File: src/rtl/bit_counter_pkg.sv
// Shared types and sizing helpers for the bit_counter population-count engine.
package bit_counter_pkg;

  typedef enum logic [1:0] {
    ST_IDLE  = 2'd0,
    ST_ARMED = 2'd1,
    ST_COUNT = 2'd2,
    ST_DONE  = 2'd3
  } state_t;

  localparam int DEFAULT_DATA_W = 8;

  // Bits needed to hold any value 0..data_w, i.e. clog2(data_w+1).
  function automatic int calc_sum_w(input int data_w);
    return $clog2(data_w + 1);
  endfunction

endpackage

File: src/rtl/bit_counter_datapath.sv
// Shift register, bit counter and accumulator for bit_counter.
// Optional feature macro: BIT_COUNTER_EARLY_EXIT_EN (stop once no 1-bits remain).
module bit_counter_datapath
  import bit_counter_pkg::*;
#(
  parameter int DATA_W = DEFAULT_DATA_W,
  parameter int SUM_W  = calc_sum_w(DATA_W)
) (
  input  logic              clk,
  input  logic              rst_n,
  input  logic              clear,
  input  logic              load,
  input  logic              step,
  input  logic [DATA_W-1:0] data,
  output logic [SUM_W-1:0]  sum,
  output logic              last
);

  localparam int CNT_W = calc_sum_w(DATA_W);
  localparam logic [CNT_W-1:0] LAST_IDX = CNT_W'(DATA_W - 1);

  logic [DATA_W-1:0] shreg_r;
  logic [CNT_W-1:0]  cnt_r;
  logic [SUM_W-1:0]  sum_r;
  logic              last_s;

  // Clear beats load beats step, mirroring the start-over-load priority in the FSM.
  always_ff @(posedge clk or negedge rst_n) begin
    if (!rst_n) begin
      shreg_r <= {DATA_W{1'b0}};
      cnt_r   <= {CNT_W{1'b0}};
      sum_r   <= {SUM_W{1'b0}};
    end else if (clear) begin
      shreg_r <= shreg_r;
      cnt_r   <= {CNT_W{1'b0}};
      sum_r   <= {SUM_W{1'b0}};
    end else if (load) begin
      shreg_r <= data;
      cnt_r   <= {CNT_W{1'b0}};
      sum_r   <= sum_r;
    end else if (step) begin
      shreg_r <= {1'b0, shreg_r[DATA_W-1:1]};
      cnt_r   <= cnt_r + {{(CNT_W-1){1'b0}}, 1'b1};
      sum_r   <= sum_r + {{(SUM_W-1){1'b0}}, shreg_r[0]};
    end else begin
      shreg_r <= shreg_r;
      cnt_r   <= cnt_r;
      sum_r   <= sum_r;
    end
  end

  // The step in progress is the final one: either all bits walked, or (early exit) nothing left above bit 0.
  always_comb begin
`ifdef BIT_COUNTER_EARLY_EXIT_EN
    last_s = (cnt_r == LAST_IDX) || (shreg_r[DATA_W-1:1] == {(DATA_W-1){1'b0}});
`else
    last_s = (cnt_r == LAST_IDX);
`endif
  end

  assign sum  = sum_r;
  assign last = last_s;

endmodule

File: src/rtl/bit_counter.sv
// Sequential population counter: start arms, load captures, one bit counted per clock.
// Optional feature macro: BIT_COUNTER_EARLY_EXIT_EN (handled in bit_counter_datapath).
module bit_counter
  import bit_counter_pkg::*;
#(
  parameter int DATA_W = DEFAULT_DATA_W,
  parameter int SUM_W  = calc_sum_w(DATA_W)
) (
  input  logic              i_clk,
  input  logic              i_rst_n,
  input  logic              i_start,
  input  logic              i_load,
  input  logic [DATA_W-1:0] i_data,
  output logic [SUM_W-1:0]  o_sum,
  output logic              o_done
);

  state_t state_r;
  logic   done_r;
  logic   clear_s;
  logic   load_s;
  logic   step_s;
  logic   last_s;

  // Datapath strobes; start wins over load and over counting in every state.
  always_comb begin
    clear_s = i_start;
    load_s  = 1'b0;
    step_s  = 1'b0;
    case (state_r)
      ST_ARMED: load_s = i_load & ~i_start;
      ST_COUNT: step_s = ~i_start;
      default: begin
        load_s = 1'b0;
        step_s = 1'b0;
      end
    endcase
  end

  // Control FSM with registered done flag.
  always_ff @(posedge i_clk or negedge i_rst_n) begin
    if (!i_rst_n) begin
      state_r <= ST_IDLE;
      done_r  <= 1'b0;
    end else begin
      case (state_r)
        ST_IDLE: begin
          if (i_start) begin
            state_r <= ST_ARMED;
            done_r  <= 1'b0;
          end
        end
        ST_ARMED: begin
          if (i_start) begin
            state_r <= ST_ARMED;
          end else if (i_load) begin
            state_r <= ST_COUNT;
          end
        end
        ST_COUNT: begin
          if (i_start) begin
            state_r <= ST_ARMED;
            done_r  <= 1'b0;
          end else if (last_s) begin
            state_r <= ST_DONE;
            done_r  <= 1'b1;
          end
        end
        ST_DONE: begin
          if (i_start) begin
            state_r <= ST_ARMED;
            done_r  <= 1'b0;
          end
        end
        default: begin
          state_r <= ST_IDLE;
          done_r  <= 1'b0;
        end
      endcase
    end
  end

  bit_counter_datapath #(
    .DATA_W(DATA_W),
    .SUM_W (SUM_W)
  ) u_datapath (
    .clk  (i_clk),
    .rst_n(i_rst_n),
    .clear(clear_s),
    .load (load_s),
    .step (step_s),
    .data (i_data),
    .sum  (o_sum),
    .last (last_s)
  );

  assign o_done = done_r;

endmodule

File: config.mk
export PLATFORM = sky130hd
export DESIGN_NAME = bit_counter
export DESIGN_NICKNAME = d
export VERILOG_FILES = /design/src/rtl/bit_counter_pkg.sv /design/src/rtl/bit_counter_datapath.sv /design/src/rtl/bit_counter.sv
export SDC_FILE = /design/constraint.sdc
export NUM_CORES = 1
export LEC_CHECK = 0
export CAP_MARGIN = 20
export CELL_PAD_IN_SITES_DETAIL_PLACEMENT = 0
export CELL_PAD_IN_SITES_GLOBAL_PLACEMENT = 1
export CORE_UTILIZATION = 39
export CTS_BUF_LIST = sky130_fd_sc_hd__clkbuf_16
export DETAILED_ROUTE_END_ITERATION = 12
export PLACE_DENSITY = 0.75
export SETUP_SLACK_MARGIN = 0.15
export SKIP_LAST_GASP = 1
export SYNTH_ARGS = -nofsm -noshare
export SYNTH_HDL_FRONTEND = slang
export SYNTH_SLANG_ARGS = --single-unit
File: constraint.sdc
create_clock -name i_clk -period 2.21 [get_ports i_clk]
set_input_delay 0.3315 -clock i_clk [delete_from_list [all_inputs] [get_ports i_clk]]
set_output_delay 0.3315 -clock i_clk [all_outputs]
set_load 0.005 [all_outputs]
==> summary.md <==
| Metric | Value |
|---|---|
| CTS tree | `done` |
| Netlist cell types | `28` |
| Crit path arrival time | `between 1.5 and 2 ns` |
| Clock Skew | `~0.004 ns` |
| Vias in the first global route | `692` |
| Synth top area cells | `dfrtp_1 (48%), mux2i_1 (10%), ha_1 (6.4%)` |
| CTS Root Cell | `clkbuf_16` |
| Main synth FF type | `dfrtp_1` |
| Yosys warns | `0` |
| CP Data Required Time | `between 2 and 2.5 ns` |
| CP Capture Type | `flip-flop` |
| Slew headroom | `69.9%` |
| Routed via count | `around 700` |
| Final min period | `between 1.5 and 2 ns` |
| Global-route wire length before repair | `2990 µm` |
| CTS buffer count | `3` |
| RSZ-0062 raised after global routing | `no` |
| CP Launch Type | `flip-flop` |
| Routability cong. | `between 0.7 and 0.8` |
| WL/cell | `about 12 µm` |
| Bufs on Longest Clock Path | `2` |
| Pins Over Slew Limit | `0` |
| Critical Path Source | `state_r[0]` |
| Initial antenna violation count | `0` |
| Leak pwr | `between 0.5 and 0.6 nW` |
| Initial Util | `approximately 43%` |
| Filler cells | `218` |
| Final WL | `~1600 µm` |
| Cell taking the most area after synthesis | `dfrtp_1` |
| Fmax | `roughly 0.59 GHz` |
| Post-cts repair resize count | `0` |
| H-Tree Depth | `1` |
| CTS Hold Bufs | `0` |
| Sequential area share after synthesis | `48.3%` |
| Worst hold path class | `in -> async` |
| Post-CTS Setup Inserts | `0` |
| Critical Path Fanout Max | `9` |
| Final Net Count | `130` |
| Tot GR Track Use | `~15%` |
| Synth Instances | `93` |
| Antenna Nets Post-Route | `0` |
| Final Setup Violations | `0` |
| Port Buffers | `16` |
| Clk slew on worst S/H paths | `~0.050 ns` |
| Area delta synth->final | `27.6%` |
| Max_cap viols | `0` |
| Die area | `between 2000 and 3000 µm²` |
| Dpl hpwl | `1260 µm` |
| Vias/cell | `around 5` |
| Syn Nets | `110` |
| Synth Register Bits | `19` |
| Clock Latency Late Sink | `0.25 ns` |
| Global route overflow | `0` |
| # diodes | `0` |
| Clock sink count | `19` |
| Rows | `17` |
| Most instantiated library cell after synthesis | `dfrtp_1` |
| Synthesized area per cell | `around 11 µm²` |
| Number of flops mapped to enable cells by yosys | `0` |
| Die W | `between 50 and 60 µm` |
| Worst r2r src | `state_r[0]` |
| Final Hold Violating Endpoints | `0` |
| Chip height | `around 52 µm` |
| Synthesized area | `slightly below 1000 µm²` |
| Pin slew with the least headroom to its limit | `roughly 0.45 ns` |
| Max VDD drop | `around 600 µV` |
| Total chip power | `between 0.001 and 0.0015 W` |
| 1st-pass router iterations | `2` |
| Synth top cells by count | `dfrtp_1 (19), nor2_1 (16), mux2i_1 (10), a21oi_1 (9)` |
| Share of layout cells above drive strength 1 | `8.93%` |
| Final setup TNS | `0 ns` |
| DRC | `0` |
| Core area | `~2300 µm²` |
| Outcome | `finished, final reports clean` |
| Ports | `17` |
| Initial DRC Count | `6` |
| Multi-input gate area | `~470 µm²` |
| Cell Pwr Density | `between 900 and 1000 nW/µm²` |
| Sequential Area | `about 480 µm²` |
| Final Cycle Share | `76.7%` |
| Worst Path Class, Setup | `reg -> reg` |
| Top-area cell type share of the netlist area | `between 40% and 50%` |
| Largest net degree at the start of global routing | `20` |
| Async SR Flop Fraction | `between 90% and 100%` |
[layer usage]
metal / GRT usage [%] / up-vias / part of all wire [%]
met4: 6.58 / 0 / 0.49
met1: 19.8 / 306 / 48
met2: 23.7 / 12 / 48
li1: - / 362 / -
met3: 2.90 / 2 / 3.3
met5: 0 / - / 0
[registers in the layout (all words and copies together) (netlist names)]
name	cells
o_done	1
state_r	2
u_datapath.cnt_r	4
u_datapath.shreg_r	8
u_datapath.sum	4
[final cells by class]
cell class | count | share of cell area (%)
Timing Repair Buffer | 19 | 14.5
Multi-Input combinational cell | 65 | 37.1
Clock buffer | 3 | 5.98
Tap cell | 28 | 2.79
Sequential cell | 19 | 37.8
Clock inverter | 1 | 0.299
Inverter | 5 | 1.49
[cell usage in the layout, fill, tap and decap left out, types with 2 or more instances in the layout]
master / instances
a21o_1: 2
a21oi_1: 9
buf_4: 3
clkbuf_16: 3
clkdlybuf4s50_1: 16
dfrtp_1: 19
ha_1: 5
inv_1: 6
mux2i_1: 10
nand2_1: 2
nand3_1: 3
nor2_1: 16
xor2_1: 2
[stage by stage]
stage               cells  utilization [%]  hold WS, ns  instance area [µm²]  setup WS [ns]
floorplan              93                -       0.0359                  985          0.676
global placement      136             51.3        0.487                 1180          0.540
detailed placement    136             51.3        0.502                 1180          0.508
CTS                   140             54.7        0.433                 1260          0.505
global route          140             54.7        0.446                 1260          0.422
finish                140             54.7        0.419                 1260          0.516
[worst max-delay path: stages, from the launching register on]
cell and delay, ns:
dfrtp_1 0.40, inv_1 0.07, ha_1 0.37, nor2_1 0.15, or2_0 0.23, a221o_1 0.35
[cells by family (layout without fill, tap and decap cells)]
| logic type | after synthesis | in the layout | synth area share [%] |
|---|---|---|---|
| simple gates | 28 | 28 | 15.2 |
| compound gates | 18 | 18 | 11.7 |
| fa+ha+maj | 5 | 5 | 6.35 |
| flops | 19 | 19 | 48.3 |
| buf+inv | 9 | 28 | 4.45 |
| mux | 11 | 11 | 11.3 |
| xor+xnor | 3 | 3 | 2.67 |
[final timing paths]
check	end	slack (ns)	cells after the start
max	state_r[0]	0.52	5
min	u_datapath.sum[3]	0.42	2
max reg2reg	state_r[0]	0.52	5
min reg2reg	u_datapath.shreg_r[7]	0.50	2
max in group asynchronous	u_datapath.shreg_r[1]	1.59	2
min in group i_clk	u_datapath.shreg_r[7]	0.50	2
[where the power goes]
| part | internal (W) | leakage [nW] | total [W] | switching [W] |
|---|---|---|---|---|
| clock | 0.000240 | 0.0423 | 0.000358 | 0.000118 |
| combinational | 0.000159 | 0.315 | 0.000336 | 0.000177 |
| sequential | 0.000438 | 0.238 | 0.000488 | 0.0000494 |
| total | 0.000837 | 0.595 | 0.00118 | 0.000344 |
Note: power is estimated with default switching activity, not from simulation.
